## src/rtl/uart_cmd_pkg.sv

```systemverilog
// uart_cmd_pkg: opcode constants and FSM state encoding shared by the command responder
package uart_cmd_pkg;

    localparam logic [7:0] CMD_WR      = 8'hAA;
    localparam logic [7:0] CMD_RD      = 8'hBB;
    localparam logic [7:0] CMD_ALU     = 8'hCC;
    localparam logic [7:0] CMD_ALU_NOP = 8'hDD;

    typedef enum logic [3:0] {
        IDLE,
        WR_ADDR,
        WR_DATA,
        RD_ADDR,
        RD_WAIT,
        ALU_A,
        ALU_B,
        ALU_FUN,
        ALU_WAIT,
        TX_SEND,
        TX_HOLD
    } state_t;

endpackage

```

## src/rtl/uart_resp_tx.sv

```systemverilog
// uart_resp_tx: sends a 1- or 2-byte response LSB first using the transmitter busy handshake
module uart_resp_tx
    import uart_cmd_pkg::*;
#(
    parameter int DATA_W = 8
) (
    input  logic                clk,
    input  logic                rst,
    input  logic                start,
    input  logic [1:0]          count,
    input  logic [2*DATA_W-1:0] word,
    input  logic                tx_busy,
    output logic [DATA_W-1:0]   tx_p_data,
    output logic                tx_d_valid,
    output logic                done
);

    state_t              state, state_d;
    logic [2*DATA_W-1:0] sh, sh_d;
    logic [1:0]          rem, rem_d;
    logic                seen, seen_d;
    logic [DATA_W-1:0]   data_d;
    logic                valid_d, done_d;

    // state, shift register and registered transmitter outputs
    always_ff @(posedge clk or negedge rst) begin
        if (!rst) begin
            state      <= IDLE;
            sh         <= '0;
            rem        <= '0;
            seen       <= 1'b0;
            tx_p_data  <= '0;
            tx_d_valid <= 1'b0;
            done       <= 1'b0;
        end else begin
            state      <= state_d;
            sh         <= sh_d;
            rem        <= rem_d;
            seen       <= seen_d;
            tx_p_data  <= data_d;
            tx_d_valid <= valid_d;
            done       <= done_d;
        end
    end

    // send once the line is free, then wait for busy to rise and fall before the next byte
    always_comb begin
        state_d = state;
        sh_d    = sh;
        rem_d   = rem;
        seen_d  = seen;
        data_d  = tx_p_data;
        valid_d = 1'b0;
        done_d  = 1'b0;
        case (state)
            IDLE: if (start) begin
                sh_d    = word;
                rem_d   = count;
                state_d = TX_SEND;
            end
            TX_SEND: if (!tx_busy) begin
                valid_d = 1'b1;
                data_d  = sh[DATA_W-1:0];
                seen_d  = 1'b0;
                state_d = TX_HOLD;
            end
            TX_HOLD: begin
                seen_d = seen | tx_busy;
                if (seen && !tx_busy) begin
                    rem_d   = rem - 2'd1;
                    sh_d    = sh >> DATA_W;
                    done_d  = rem < 2'd2;
                    state_d = done_d ? IDLE : TX_SEND;
                end
            end
            default: state_d = IDLE;
        endcase
    end

endmodule

```

## src/rtl/uart_cmd_responder.sv

```systemverilog
// uart_cmd_responder: parses UART command frames, drives register file / ALU, returns responses (optional UART_CMD_TIMEOUT_EN)
module uart_cmd_responder
    import uart_cmd_pkg::*;
#(
    parameter int DATA_W  = 8,
    parameter int ADDR_W  = 4,
    parameter int FUN_W   = 4,
    parameter int TIMEOUT = 1024
) (
    input  logic                clk,
    input  logic                rst,
    input  logic [DATA_W-1:0]   rx_p_data,
    input  logic                rx_d_valid,
    input  logic                rx_par_error,
    input  logic                rx_framing_error,
    output logic [ADDR_W-1:0]   rf_addr,
    output logic                rf_wr_en,
    output logic [DATA_W-1:0]   rf_wr_data,
    output logic                rf_rd_en,
    input  logic [DATA_W-1:0]   rf_rd_data,
    input  logic                rf_rd_valid,
    output logic                alu_en,
    output logic [FUN_W-1:0]    alu_fun,
    input  logic [2*DATA_W-1:0] alu_out,
    input  logic                alu_out_valid,
    output logic [DATA_W-1:0]   tx_p_data,
    output logic                tx_d_valid,
    input  logic                tx_busy,
    output logic                cmd_error
);

    state_t              state, state_d;
    logic [ADDR_W-1:0]   addr_d;
    logic [DATA_W-1:0]   wdata_d;
    logic [FUN_W-1:0]    fun_d;
    logic                wr_d, rd_d, alu_d, err_d;
    logic                tx_start, tx_done;
    logic [1:0]          tx_count;
    logic [2*DATA_W-1:0] tx_word;
    logic                good, bad, byte_wait, tmo, abort;

    assign good      = rx_d_valid && !rx_par_error && !rx_framing_error;
    assign bad       = rx_d_valid && (rx_par_error || rx_framing_error);
    assign byte_wait = state inside {WR_ADDR, WR_DATA, RD_ADDR, ALU_A, ALU_B, ALU_FUN};
    assign abort     = byte_wait && (bad || tmo);

`ifdef UART_CMD_TIMEOUT_EN
    localparam int TW = $clog2(TIMEOUT + 1);

    logic [TW-1:0] tmo_cnt;

    assign tmo = byte_wait && !rx_d_valid && tmo_cnt == TW'(TIMEOUT - 1);

    // idle-cycle counter for partial frames, cleared by any incoming byte
    always_ff @(posedge clk or negedge rst) begin
        if (!rst) tmo_cnt <= '0;
        else tmo_cnt <= (byte_wait && !rx_d_valid) ? tmo_cnt + 1'b1 : '0;
    end
`else
    assign tmo = 1'b0;
`endif

    // state and registered register-file / ALU / error outputs
    always_ff @(posedge clk or negedge rst) begin
        if (!rst) begin
            state      <= IDLE;
            rf_addr    <= '0;
            rf_wr_data <= '0;
            alu_fun    <= '0;
            rf_wr_en   <= 1'b0;
            rf_rd_en   <= 1'b0;
            alu_en     <= 1'b0;
            cmd_error  <= 1'b0;
        end else begin
            state      <= state_d;
            rf_addr    <= addr_d;
            rf_wr_data <= wdata_d;
            alu_fun    <= fun_d;
            rf_wr_en   <= wr_d;
            rf_rd_en   <= rd_d;
            alu_en     <= alu_d;
            cmd_error  <= err_d;
        end
    end

    // frame parser: decode opcode, collect operands, wait for results and hand them to the sender
    always_comb begin
        state_d  = state;
        addr_d   = rf_addr;
        wdata_d  = rf_wr_data;
        fun_d    = alu_fun;
        wr_d     = 1'b0;
        rd_d     = 1'b0;
        alu_d    = 1'b0;
        err_d    = 1'b0;
        tx_start = 1'b0;
        tx_count = 2'd1;
        tx_word  = {{DATA_W{1'b0}}, rf_rd_data};
        if (abort) begin
            err_d   = 1'b1;
            state_d = IDLE;
        end else begin
            case (state)
                IDLE: if (good)
                    state_d = rx_p_data == DATA_W'(CMD_WR)      ? WR_ADDR :
                              rx_p_data == DATA_W'(CMD_RD)      ? RD_ADDR :
                              rx_p_data == DATA_W'(CMD_ALU)     ? ALU_A   :
                              rx_p_data == DATA_W'(CMD_ALU_NOP) ? ALU_FUN : IDLE;
                WR_ADDR: if (good) begin
                    addr_d  = rx_p_data[ADDR_W-1:0];
                    state_d = WR_DATA;
                end
                WR_DATA: if (good) begin
                    wdata_d = rx_p_data;
                    wr_d    = 1'b1;
                    state_d = IDLE;
                end
                RD_ADDR: if (good) begin
                    addr_d  = rx_p_data[ADDR_W-1:0];
                    rd_d    = 1'b1;
                    state_d = RD_WAIT;
                end
                ALU_A: if (good) begin
                    addr_d  = '0;
                    wdata_d = rx_p_data;
                    wr_d    = 1'b1;
                    state_d = ALU_B;
                end
                ALU_B: if (good) begin
                    addr_d  = ADDR_W'(1);
                    wdata_d = rx_p_data;
                    wr_d    = 1'b1;
                    state_d = ALU_FUN;
                end
                ALU_FUN: if (good) begin
                    fun_d   = rx_p_data[FUN_W-1:0];
                    alu_d   = 1'b1;
                    state_d = ALU_WAIT;
                end
                RD_WAIT: begin
                    err_d = rx_d_valid;
                    if (rf_rd_valid) begin
                        tx_start = 1'b1;
                        state_d  = TX_SEND;
                    end
                end
                ALU_WAIT: begin
                    err_d = rx_d_valid;
                    if (alu_out_valid) begin
                        tx_start = 1'b1;
                        tx_count = 2'd2;
                        tx_word  = alu_out;
                        state_d  = TX_SEND;
                    end
                end
                TX_SEND: begin
                    err_d   = rx_d_valid;
                    state_d = tx_done ? IDLE : TX_SEND;
                end
                default: state_d = IDLE;
            endcase
        end
    end

    uart_resp_tx #(
        .DATA_W(DATA_W)
    ) u_tx (
        .clk       (clk),
        .rst       (rst),
        .start     (tx_start),
        .count     (tx_count),
        .word      (tx_word),
        .tx_busy   (tx_busy),
        .tx_p_data (tx_p_data),
        .tx_d_valid(tx_d_valid),
        .done      (tx_done)
    );

endmodule

```

## config.mk

```make
export PLATFORM = sky130hd
export DESIGN_NAME = uart_cmd_responder
export DESIGN_NICKNAME = d
export VERILOG_FILES = /design/src/rtl/uart_cmd_pkg.sv /design/src/rtl/uart_resp_tx.sv /design/src/rtl/uart_cmd_responder.sv
export SDC_FILE = /design/constraint.sdc
export NUM_CORES = 1
export LEC_CHECK = 0
export ABC_AREA = 1
export CAP_MARGIN = 0
export CORE_MARGIN = 2
export CORE_UTILIZATION = 48
export DETAILED_ROUTE_END_ITERATION = 8
export GPL_TIMING_DRIVEN = 0
export PLACE_DENSITY = 0.78
export SLEW_MARGIN = 20
export SYNTH_ARGS = -nofsm -noshare
export SYNTH_HDL_FRONTEND = slang
export SYNTH_HIERARCHICAL = 1
export SYNTH_SLANG_ARGS = --single-unit
```

## constraint.sdc

```tcl
create_clock -name clk -period 3.48 [get_ports clk]
set_input_delay 0.696 -clock clk [delete_from_list [all_inputs] [get_ports clk]]
set_output_delay 0.696 -clock clk [all_outputs]
set_load 0.01 [all_outputs]
```

# Yosys cells after proc, flatten, opt, wreduce, memory -nomap -nowiden
# Index checks and enable logic that the tools add are counted.
# word_totals
reg_bits	57
elab_cells	131
# classes
bitwise_logic	3
magnitude_cmp	1
n_eq_ne	30
n_addsub	1
reduce_logical	26
n_mux	55
# ops
cell	count
$mux 16	5
$mux 4	17
$pmux 4 s10	1
$eq 8x8->1 const B	4
$pmux 16 s2	1
$ne 3x3->1 const B	9
$pmux 4 s3	2
$mux 1	17
$eq 4x3->1 const B	4
$eq 4x4->1 const B	4
$mux 3	4
$reduce_and 3->1	4
$mux 2	5
$reduce_and 9->1	1
$eq 4x2->1 const B	2
$logic_not 4->1	2
$ne 2x2->1 const B	4
$reduce_bool 6->1	1
$reduce_or 3->1	2
$logic_and 1x1->1	5
$reduce_and 5->1	1
$eq 4x1->1 const B	1
$ne 2x1->1 const B	2
$pmux 1 s2	2
other kinds (11)	16

# Logic depth before layout (Yosys ltp)
# Gate-level depths: netlist (run 1).
# depth
ltp_word	8
mapped_depth	13
mapped_depth_nobuf	11

# Hierarchy
# The synthesis (run 1) kept the hierarchy.
# by_module_without_submodules
module	instances	area_each_um2	cells_each
uart_cmd_responder	1	1446.4	216
uart_resp_tx	1	1436.4	182

# Worst setup path before layout (run 1)
# Ideal clock, no wire load.
# synth_timing
kind	input port to flip-flop
from	input alu_out_valid
to	register u_tx.sh[1]
cell_stages	11
slack_ns	1.466
path_buffers	4
arrival_time_ns	1.898
path_cell_list	buf_2 > nand2_2 > buf_6 > o21ai_1 > clkbuf_2 > inv_1 > nand3_1 > nand3_2 > buf_6 > nand2_1 > nand2_1
# synth_via
elab_chain_len	5
word_cells_on_any_way	10
# synth_rtl
element	line_no	text
start: declaration	uart_cmd_responder.sv:25	input logic alu_out_valid,
$mux 1	uart_cmd_responder.sv:149	if (alu_out_valid) begin
$pmux 1 s2	uart_cmd_responder.sv:103	case (state)
$mux 1	uart_cmd_responder.sv:99	if (abort) begin
named net tx_start	uart_cmd_responder.sv:37	logic tx_start, tx_done;
$ne 2x2->1 (no line)	--	
$reduce_and 3->1 (no line)	--	
end signal: assignment	uart_resp_tx.sv:29	sh <= '0;
end signal: assignment	uart_resp_tx.sv:37	sh <= sh_d;
end: declaration	uart_resp_tx.sv:19	logic [2*DATA_W-1:0] sh, sh_d;
# The timed path passes the listed nets, and every way through them passes these cells. The select of a mux whose other input is x is not followed.
# A chain may end at the register's enable or synchronous reset.

==> results summary, run 1 <==
The combined area of all synthesized cells came out at a little under 0.003 mm^2. The number of storage elements in the synthesis netlist is 56. In this run the tightest slew margin relative to its limit is 0.535. For the worst flop-to-flop path, the logic depth is 12. The static leakage came out at 1.98 nW. Setup repair after global routing left no endpoint under its margin. The post-cts repair resize count came out at 0. The number of H-tree levels came out at 2. The synthesized design contains 0 enable-type register cells. The maximum number of buffers from clock root to sink is 2. CTS placed an instance of sky130_fd_sc_hd__clkbuf_8 at the clock tree root.

The initial antenna violation count is 0. In the routed design, unresolved DRC markers number 0. The kind of capture point of the worst setup path is a flop. The post-synthesis net count came out at 438. The number of vias after detailed routing came out at about 2600. Broken down by cell family, the worst path's largest delay share belongs to simple AND/OR/NAND/NOR gates.

Among all flip-flop cells after synthesis, the most frequent one is sky130_fd_sc_hd__dfrtp_1. The first detailed-routing pass ran for 4 iterations. Traced cell by cell, the critical path runs through nand2_2 > nor2_4 > nand2_2 > buf_6 > o21ai_1 > clkbuf_2 > inv_1 > nand3_1 > nand3_2 > buf_6 > nand2_1 > nand2_1. The clock network latency to the later pin of the worst-skew pair came out at 0.31 ns. The start of the worst register-to-register path is state[3]. The number of pins exceeding their max-slew limit in the final report came to 0.

The setup slack of the worst register-to-register path came out at between 1 and 1.5 ns. Clock tree synthesis inserted a total of 5 buffers. The gate count after technology mapping is ~400. The flow ran to the end, and the final reports show no timing, DRC or antenna violations. In this run the power density over the cells is about 530 mW/mm^2. The die boundary width came out at approximately 80 um. The final routed wire length divided by cell count is 12.1 um.

The class of the tightest hold or removal check is primary input to asynchronous set/reset pin. The top-level port count came out at about 70. The endpoint identified for the worst register-to-register timing path is u_tx/sh[14]. The worst setup path is launched from a flop. The distinct cell type count after synthesis is 26. Along the worst path, the maximum fanout reaches 10. The achievable frequency came out at 0.458 GHz.

After synthesis, the cell types taking the most area are sky130_fd_sc_hd__dfrtp_1 49%, sky130_fd_sc_hd__nand2_1 27%, sky130_fd_sc_hd__nor2_1 3.8%. The final number of hold-violating endpoints is 0. The transition time at the pin with the least slew margin is ~0.70 ns. Of all cell types, the one taking the most synthesized area is sky130_fd_sc_hd__dfrtp_1.

sky130_fd_sc_hd__nand2_1 is the most common cell in the netlist. The CTS tree is yes. The delay of the slowest critical-path stage is between 0.5 and 0.6 ns. The global placement routability congestion is 0.905. Wires add up to approximately 6.6 mm. The count of buffer and inverter cells on the critical path is 4. The number of filler instances in the final layout is about 540. The number of maximum-capacitance violations came out at 0. The area fraction of the dominant cell type after synthesis came out at 0.486. The die height is about 80 um. For this run the aggregate overflow at the end of global routing stands at 0. Yosys printed 6 warnings. The final worst hold slack came out at 0.420 ns. By count the netlist is led by 204 x sky130_fd_sc_hd__nand2_1, 56 x sky130_fd_sc_hd__dfrtp_1, 29 x sky130_fd_sc_hd__nor2_1. For this run, asynchronously set or reset flops after synthesis account for 1.00.

The initialized floorplan defines 28 standard-cell rows. The global-route wire length before repair came out at around 11 mm. The core outline area is 0.00585 mm^2.

The share of synthesized area occupied by flip-flops and latches is 0.486. The endpoint arrival time on the critical path came out at between 2 and 2.5 ns. For the worst setup path, the data required time is 3.68 ns. The worst-case vdd ir drop came out at 0.000321 V.

Entering global routing, the biggest net connects between 50 and 60 pins. The share of layout cells above drive strength 1 came out at 0.0932. The layout overhead on the synthesized area is 30.9%. Port buffering added 67 buffers. The number of nets in the layout is ~500. The time the worst path needs with I/O delays and setup came out at roughly 2.2 ns. The logic depth of the worst path, buffers included came out at 12.

The clock slew at the register clock pins of the worst setup and hold paths came out at approximately 0.1 ns. The number of global-route vias before repair came out at around 2400. For this run, the total global-route usage over all layers was measured as 0.216. The hold-fix buffer count after cts came out at 0. The final period utilization is 0.627. The ratio of routed vias to standard cells came out at just under 5. The remaining antenna violation count after routing is 0. The tree built by TritonCTS fans out to between 50 and 60 sinks.

The critical path is of the flop to flop type. The starting density of the core came out at 0.493. The slowest stage of the critical path belongs to the cell sky130_fd_sc_hd__dfrtp_1. The die covers approximately 0.0066 mm^2. In this run the mean area of a mapped cell was roughly 7.2 um^2. The HPWL reported at the end of detailed placement is just over 5 mm. The final setup TNS came out at 0 ns. The count of buffers added by post-CTS timing repair for setup came out at 0. Setup violations remaining at the end of the flow were counted as 0. The worst clock skew on the final layout is approximately 0.0085 ns. The number of antenna diodes in the final layout is 0. The number of DRC markers in iteration 0 came out at 174.
## registers in the layout (all words and copies together) (netlist names), 2 cells and up
register / flops
u_tx/sh: 16
rf_wr_data: 8
u_tx/tx_p_data: 8
alu_fun: 4
rf_addr: 4
state: 4
u_tx/state: 3
u_tx/rem: 2
## metrics by stage
step / total power, mW / cell area, um^2 / cells / util / worst slack [ns]
2_1_floorplan: 1.25 / 2880 / 398 / - / 1.47
3_3_place_gp: 1.49 / 3650 / 540 / 0.623 / 0.0215
3_5_place_dp: 1.51 / 3640 / 540 / 0.623 / 1.07
4_1_cts: 1.99 / 3770 / 547 / 0.645 / 1.28
5_1_grt: 2.12 / 3770 / 547 / 0.645 / 1.06
6_report: 1.98 / 3770 / 547 / 0.645 / 1.30
## final cells by class
cell class,instances,area (um^2),area share
buffer,8,53.8,0.0143
clock buffer,5,68.8,0.0182
clock inverter,2,60.1,0.0159
inverter,34,130,0.0345
multi-input combinational,300,1300,0.344
sequential,56,1400,0.371
tap,75,93.8,0.0249
timing repair buffer,67,668,0.177
## worst register-to-register path, stage by stage (launching register included)
cell and delay, ns:
sky130_fd_sc_hd__dfrtp_1 0.52, sky130_fd_sc_hd__nand2_2 0.13, sky130_fd_sc_hd__nor2_4 0.17, sky130_fd_sc_hd__nand2_2 0.08, sky130_fd_sc_hd__buf_6 0.14, sky130_fd_sc_hd__o21ai_1 0.07
sky130_fd_sc_hd__clkbuf_2 0.22, sky130_fd_sc_hd__inv_1 0.08, sky130_fd_sc_hd__nand3_1 0.13, sky130_fd_sc_hd__nand3_2 0.21, sky130_fd_sc_hd__buf_6 0.21, sky130_fd_sc_hd__nand2_1 0.07
sky130_fd_sc_hd__nand2_1 0.05
## per-layer routing
layer	vias to the layer above	GRT usage	share of wire
met1	1200	0.313	0.49
met4	0	0.0559	0.011
met2	56	0.338	0.46
met3	7	0.0352	0.035
met5	-	0	0
li1	1373	-	-
## worst max-delay path by stage
stage / slack, ns / endpoint / startpoint
2_1_floorplan: 1.47 / u_tx/sh[1] / alu_out_valid
3_3_place_gp: 0.02 / u_tx/tx_p_data[7] / rst
3_5_place_dp: 1.07 / u_tx/sh[14] / rf_rd_valid
4_1_cts: 1.28 / u_tx/sh[14] / state[3]
5_1_grt: 1.06 / u_tx/sh[14] / state[0]
6_report: 1.30 / u_tx/sh[14] / state[3]
## placed cells by master (no fill, tap or decap), types with 6 or more instances in the layout
cell,Yosys,layout
sky130_fd_sc_hd__inv_1,23,23
sky130_fd_sc_hd__nand2_1,204,204
sky130_fd_sc_hd__nand2_2,6,6
sky130_fd_sc_hd__nand3_1,11,11
sky130_fd_sc_hd__nand4_1,12,12
sky130_fd_sc_hd__inv_2,8,8
sky130_fd_sc_hd__nor2_1,29,29
sky130_fd_sc_hd__dfrtp_1,56,56
sky130_fd_sc_hd__o21ai_1,17,17
sky130_fd_sc_hd__clkdlybuf4s50_1,0,66
## cell families (layout without fill, tap and decap cells)
| kind of cell | after synthesis | after routing | synth area share |
|---|---|---|---|
| simple gates | 277 | 277 | 0.406 |
| buf+inv | 42 | 116 | 0.0638 |
| xor+xnor | 1 | 1 | 0.00304 |
| compound gates | 22 | 22 | 0.0412 |
| flops | 56 | 56 | 0.486 |
## report_power, final
part / internal (mW) / switching (mW) / leakage (nW) / total (mW)
sequential: 0.779 / 0.0798 / 0.751 / 0.859
combinational: 0.275 / 0.362 / 1.17 / 0.637
clock: 0.283 / 0.204 / 0.0642 / 0.487
total: 1.34 / 0.646 / 1.98 / 1.98
Power figures use the tool's default switching activity.
==> run 2: changes to the inputs <==
==> constraint.sdc (replaced) <==
create_clock -name clk -period 2.01 [get_ports clk]
set_input_delay 0.402 -clock clk [delete_from_list [all_inputs] [get_ports clk]]
set_output_delay 0.402 -clock clk [all_outputs]
set_load 0.01 [all_outputs]
==> results summary, run 2 (synthesized netlist as in run 1, its figures left out) <==
The number of port buffers is 67. The power dissipated by switching net loads is 1.19 mW. In this run, placement finished with an instance count of 540. The initial utilization of the core area, before any placement, comes to 0.493. The headroom to the max-slew limit is 0.533. The number of H-tree levels is 2. The die boundary width came out at 81.5 um. The number of DRC markers in iteration 0 came out at 160. The hold-fix buffer count after cts came out at 0.

For the pin with the worst max-slew slack, the measured transition is between 0.7 and 0.8 ns. The cell type with the highest occurrence count on the critical path is sky130_fd_sc_hd__nand2_2. Together, buffers and inverters on the worst path number 4.

The share of layout cells above drive strength 1 came out at 0.130. Relative to the synthesized area, the layout overhead comes to 35.4%. The share of total power dissipated in sequential elements is 0.412. The number of pins exceeding their max-slew limit in the final report came out at 0.

The worst register-to-register path has a setup slack of approximately 0.13 ns. In this run the critical register-to-register path is captured at u_tx/rem[0]. Timing would allow up to between 0.5 and 0.6 GHz. The number of global-route vias before repair came out at roughly 2400. The first global-routing pass estimated 11.3 mm of wire. The clock sink total is between 50 and 60.

The design draws about 3.6 mW. The global placement routability congestion came out at just over 0.9. The path class of the tightest hold or removal check is primary input to asynchronous set/reset pin.

The internal power component came out at roughly 2.4 mW. For this run, design rule violations remaining after detail routing come to 0. IR analysis of the VDD net gives a maximum drop of about 0.00056 V.

The worst setup path is of the flop to flop kind. The routed design could run at a clock period as short as approximately 1.9 ns. The initialized floorplan defines 28 standard-cell rows. Walking the worst path, the cells encountered are inv_1 > nand2_2 > nor2_4 > nand2_2 > buf_6 > o21ai_1 > buf_4 > inv_1 > nand3_4 > nand2_2 > nor2_4 > nand2_1 > nand2_1. The number of vias after detailed routing is approximately 2700. The top cell types in the final layout, fill and taps aside, are 203 x sky130_fd_sc_hd__nand2_1, 66 x sky130_fd_sc_hd__clkdlybuf4s50_1, 53 x sky130_fd_sc_hd__dfrtp_1. The initial antenna violation count came to 0. The worst setup path is captured at a flop. The overall routed net length is 6.89 mm.

The combinational power share came out at 0.355. In the final layout, the registers with the most flip-flops are u_tx/sh (16), rf_wr_data (8), u_tx/tx_p_data (8). Entering global routing, the biggest net connects 57 pins. The CTS tree is yes. The number of flip-flops under the largest register name is 16. The number of detailed-route iterations in the first pass is 4.

The total power per unit cell area is approximately 920 mW/mm^2. The data required time of the worst path came out at around 2.3 ns. The final period utilization came out at 0.933. The count of non-filler cells in the finished layout is 560.

Counting along the longest clock path gives a buffer depth of 2. The clock tree root driver cell is sky130_fd_sc_hd__clkbuf_8. The area enclosed by the die boundary came out at about 0.0066 mm^2. After global routing the overflow that remains totals 0. The slowest stage of the critical path belongs to the cell sky130_fd_sc_hd__dfrtp_2.

The static leakage came out at slightly above 2 nW. In the global route stage, overall resource usage came out at 0.221. The net switching share of the total power came out at 0.330. The worst clock skew on the final layout came out at between 0.009 and 0.01 ns.

The final worst hold slack came out at about 0.12 ns. The remaining antenna violation count after routing came out at 0. The flow ran to the end, and the final reports show no timing, DRC or antenna violations. The relative contribution of the clock network to total power is 0.233. The clock network latency to the later pin of the worst-skew pair came out at between 0.3 and 0.4 ns. Dividing the detail-routed wire length by the instance count gives ~12 um. The HPWL reported at the end of detailed placement came out at about 5.1 mm. The worst setup path is launched from a flop. The endpoint arrival time on the critical path came out at roughly 2.1 ns. The depth of the most critical reg-to-reg path is 13. Ranked by flip-flop count, first place goes to u_tx/sh. Leaving out fill and tap cells, the most frequent cell in the layout is sky130_fd_sc_hd__nand2_1.

The die is ~80 um tall. The clock slew at the register clock pins of the worst setup and hold paths is ~0.10 ns. The start of the worst register-to-register path is state[0].

The number of nets in the layout came out at approximately 530. The final number of hold-violating endpoints is 0. Setup repair after global routing could not meet its margin everywhere. The delay of the slowest critical-path stage is about 0.42 ns. The ratio of routed vias to standard cells is between 4 and 5. The number of CTS-inserted buffers came out at 5. The core outline area came out at about 0.0059 mm^2.

0 antenna diodes ended up in the layout. Setup violations remaining at the end of the flow were counted as 0. The cell family contributing the most delay on the critical path is simple AND/OR/NAND/NOR gates. After routing, the total negative slack on setup checks comes to 0 ns. For this design the top-level I/O count stands at 69. The maximum fanout count along the critical path is 10. The number of maximum-capacitance violations is 0.
run 2: cell count changes in the layout (fill, tap and decap cells not counted), sizes merged:
cell and change:
buf +13, nor2 +1, clkbuf -1
run 2: worst max path at each step:
stage               cells after the start                end      from
CTS                                    13        u_tx/sh[14]  state[2]
finish                                 13        u_tx/rem[0]  state[0]
global route                           13        u_tx/sh[14]  state[0]
floorplan                              12         u_tx/sh[1]  state[3]
global placement                        1  u_tx/tx_p_data[7]       rst
detailed placement                     12        u_tx/sh[14]  state[3]
run 2: final cells by class:
class	instances	area, um^2
buffer	8	56.3
clock buffer	5	68.8
clock inverter	2	60.1
fill	510	1950
inverter	34	130
multi-input combinational	301	1330
sequential	56	1410
tap	75	93.8
timing repair buffer	79	758
run 2: power by group through the flow:
| stage | clock [mW] | sequential (mW) | combinational (mW) |
|---|---|---|---|
| 6_report | 0.840 | 1.49 | 1.28 |
| 5_1_grt | 0.897 | 1.51 | 1.43 |
| 4_1_cts | 0.859 | 1.49 | 1.18 |
| 3_5_place_dp | 0 | 1.51 | 1.10 |
| 3_3_place_gp | 0 | 1.50 | 1.08 |
| 2_1_floorplan | 0 | 1.53 | 0.630 |
run 2: stage by stage:
stage,cell area [um^2],setup slack [ns],utilization
after CTS,3840,0.0393,0.656
after global placement,3650,-1.15,0.623
after floorplan,2880,0.125,-
after detailed placement,3640,-0.160,0.623
after global routing,3900,-0.0166,0.667
final,3900,0.135,0.667
run 2: worst reg2reg max path, delay by kind of cell, from the launching register on:
family	cells	cell delay (ns)
buf+inv	4	0.44
flops	1	0.42
simple gates	8	0.87
compound gates	1	0.07
run 2: per-layer routing:
layer	share of wire	vias up	routed length, um	track usage
li1	-	1401	-	-
met5	0	-	0	0
met3	0.041	9	280	0.0352
met1	0.47	1205	3210	0.317
met2	0.48	66	3320	0.352
met4	0.012	0	84	0.0559
run 2: repair_timing:
action | in CTS | in global routing
endpoints found under the hold margin | 0 | 0
setup endpoints to repair | 18 | 20
cloned | 1 | 0
buffers inserted | 4 | 8
pin swaps | 1 | 4
gates resized for setup | 8 | 3
==> run 3: changes to the inputs <==
--- a/config.mk
+++ b/config.mk
@@ -12,7 +12,7 @@
 export DETAILED_ROUTE_END_ITERATION = 8
 export GPL_TIMING_DRIVEN = 0
 export PLACE_DENSITY = 0.78
-export SLEW_MARGIN = 20
+export REMOVE_ABC_BUFFERS = 1
 export SYNTH_ARGS = -nofsm -noshare
 export SYNTH_HDL_FRONTEND = slang
 export SYNTH_HIERARCHICAL = 1
==> results summary, run 3 (synthesized netlist as in run 1, its figures left out) <==
The flow ran to the end, and the final reports show no timing, DRC or antenna violations. For this run, the post-layout net count is a little over 500. The initial antenna violation count is 0.

The leftover overflow at the end of global routing came out at 0. The share of layout cells above drive strength 1 is 0.104. The final critical-path setup slack is roughly 0.18 ns. The tightest hold path in the finished design has a slack of 0.0463 ns. The final number of hold-violating endpoints came out at 0. The time the worst path needs with I/O delays and setup is between 1.5 and 2 ns. The most critical setup path has its startpoint at state[1]. TritonCTS built the clock tree. In this run the core area contains 28 standard-cell rows. The top cell types in the final layout, fill and taps aside, are 203 x sky130_fd_sc_hd__nand2_1, 67 x sky130_fd_sc_hd__clkdlybuf4s50_1, 54 x sky130_fd_sc_hd__dfrtp_1. The number of detailed-route iterations in the first pass came out at 4. The share of total power dissipated in the clock network is 0.187. The post-route standard cell area excluding fillers is roughly 0.0038 mm^2. Dividing the detail-routed wire length by the instance count gives between 10 and 15 um. The HPWL reported at the end of detailed placement is roughly 5 mm. The area of combinational cells with multiple inputs is between 0.001 and 0.0015 mm^2. The net switching share of the total power came out at 0.364. The clock network latency to the later pin of the worst-skew pair came out at just over 0.3 ns. In the final layout, the registers with the most flip-flops are u_tx/sh (16), rf_wr_data (8), u_tx/tx_p_data (8).

In this run the tool buffered the top-level ports with 68 buffer cells. The final count of negative-setup-slack endpoints came out at 0. The remaining antenna violation count after routing is 0.

The number of global-route vias before repair is approximately 2500. The end of the critical path is u_tx/sh[4]. The final setup TNS is 0 ns. The combinational power share is 0.354. For this run, the number of standard cells in the final layout without fillers is 544.

The achievable frequency is about 0.55 GHz. The transition time at the pin with the least slew margin came out at 0.498 ns. The die height came out at roughly 81 um. The tightest min-delay check is of the primary input to asynchronous set/reset pin type. The setup slack of the worst register-to-register path came out at around 0.18 ns.

The core occupancy in the finished layout is 0.645. The global placement routability congestion is 0.946. The number of filler instances in the final layout came out at ~520. The placed standard-cell area came out at about 0.0036 mm^2. The worst clock skew on the final layout came out at between 0.007 and 0.008 ns. The data required time of the worst path is ~2.3 ns. The headroom to the max-slew limit is 0.668. The kind of capture point of the worst setup path is a flop.

The starting density of the core is 0.493. The antenna diode count came out at 0. The layout overhead on the synthesized area came out at 30.8%.

The largest net degree at the start of global routing came out at 37. The overall power after layout is around 3.3 mW. The routed layout has 2682 vias. The static leakage came out at 1.96 nW. The worst register-to-register path has a depth of 11. The maximum fanout count along the critical path came out at 11. TritonCTS created 5 clock buffers. The H-tree generated during clock tree synthesis spans 2 levels.

The area enclosed by the die boundary came out at 0.00664 mm^2. The power dissipated by switching net loads came out at roughly 1.2 mW. The total placed cells including tap cells is 534. The number of flip-flops under the largest register name is 16. The worst setup path is launched from a flop. The total area inside the core boundary comes to between 0.005 and 0.006 mm^2. For this block, the routed nets add up to between 6 and 7 mm of wire. Prior to clock tree synthesis, the placed netlist has a worst setup slack of -0.573 ns.

The number of design rule violations left after detail routing is 0. between 60 and 70 I/O pins were placed. In the global route stage, overall resource usage came out at 0.212. In this run the critical register-to-register path is captured at u_tx/sh[4]. Across the VDD grid, the largest voltage drop is between 0.0004 and 0.0005 V. The worst register-to-register path begins at state[1].

The die boundary width came out at 81.5 um. The number of DRC markers in iteration 0 came out at 147. The maximum number of buffers from clock root to sink is 2. The internal power component is 2.07 mW.

The final period utilization is 0.909. Ranked by flip-flop count, first place goes to u_tx/sh. The total power per unit cell area is around 860 mW/mm^2. The clock sink total is 56. Setup repair after global routing left no endpoint under its margin. Dividing the detail-routed via count by the number of cells gives between 4 and 5.

The setup path with the least slack is of type flop to flop. The number of pins exceeding their max-slew limit in the final report came out at 0. The tree is rooted in a sky130_fd_sc_hd__clkbuf_8. The clock slew at the register clock pins of the worst setup and hold paths came out at 0.09 ns.

The global-route wire length before repair came out at about 11 mm. The library cell used most frequently in the layout, excluding fill and tap cells, is sky130_fd_sc_hd__nand2_1. The number of maximum-capacitance violations is 0. The sequential cells in the finished layout cover a total of roughly 0.0014 mm^2. The endpoint arrival time on the critical path came out at slightly above 2 ns. Of the total power, registers draw 0.459.
run 3: cell types whose count changed in the layout (fill, tap and decap cells not counted), sizes merged:
cell           delta
clkbuf            -1
bufinv            -2
inv               +1
clkinvlp          +2
buf              -17
clkdlybuf4s50     +1
run 3: what timing repair did:
item	4_1_cts	5_1_grt
setup buffers	1	0
gates resized for setup	6	6
hold buffers	0	0
setup endpoints to repair	20	20
cloned	1	0
pin swaps	2	0
run 3: power by group through the flow:
| stage | registers, mW | logic (mW) | clock network, mW |
|---|---|---|---|
| 2_1_floorplan | 1.53 | 0.591 | 0 |
| 3_3_place_gp | 1.49 | 1.02 | 0 |
| 3_5_place_dp | 1.51 | 1.06 | 0 |
| 4_1_cts | 1.49 | 1.14 | 0.635 |
| 5_1_grt | 1.53 | 1.29 | 0.683 |
| 6_report | 1.50 | 1.15 | 0.609 |
run 3: worst max-delay path, stage by stage, from the launching register on:
cell	delay, ns
sky130_fd_sc_hd__dfrtp_1	0.45
sky130_fd_sc_hd__inv_1	0.13
sky130_fd_sc_hd__nand2_2	0.09
sky130_fd_sc_hd__nor2_4	0.16
sky130_fd_sc_hd__nand2_4	0.14
sky130_fd_sc_hd__o21ai_4	0.12
sky130_fd_sc_hd__inv_1	0.07
sky130_fd_sc_hd__nand3_2	0.13
sky130_fd_sc_hd__nand2_2	0.14
sky130_fd_sc_hd__nor2_4	0.19
sky130_fd_sc_hd__nand2_1	0.08
sky130_fd_sc_hd__nand2_1	0.07
run 3: how the worst min path moves through the flow:
stage / end / slack [ns] / start
after floorplan: alu_en / 0.11 / rst
after global placement: u_tx/tx_p_data[2] / 0.45 / u_tx/tx_p_data[2]
after detailed placement: cmd_error / 0.40 / rst
after CTS: cmd_error / 0.06 / rst
after global routing: cmd_error / 0.07 / rst
final: cmd_error / 0.05 / rst
run 3: layer usage:
metal / vias to the layer above / wire (um) / global-route usage
met3: 10 / 287 / 0.0297
met5: - / 0 / 0
met4: 0 / 110 / 0.0729
met2: 76 / 3150 / 0.339
li1: 1366 / - / -
met1: 1230 / 3040 / 0.295
run 3: area by class of cell:
class                      count  area share
clock inverter                 3     0.00630
inverter                      34      0.0345
multi-input combinational    301       0.357
clock buffer                   5      0.0182
timing repair buffer          70       0.186
tap                           75      0.0249
sequential                    56       0.372
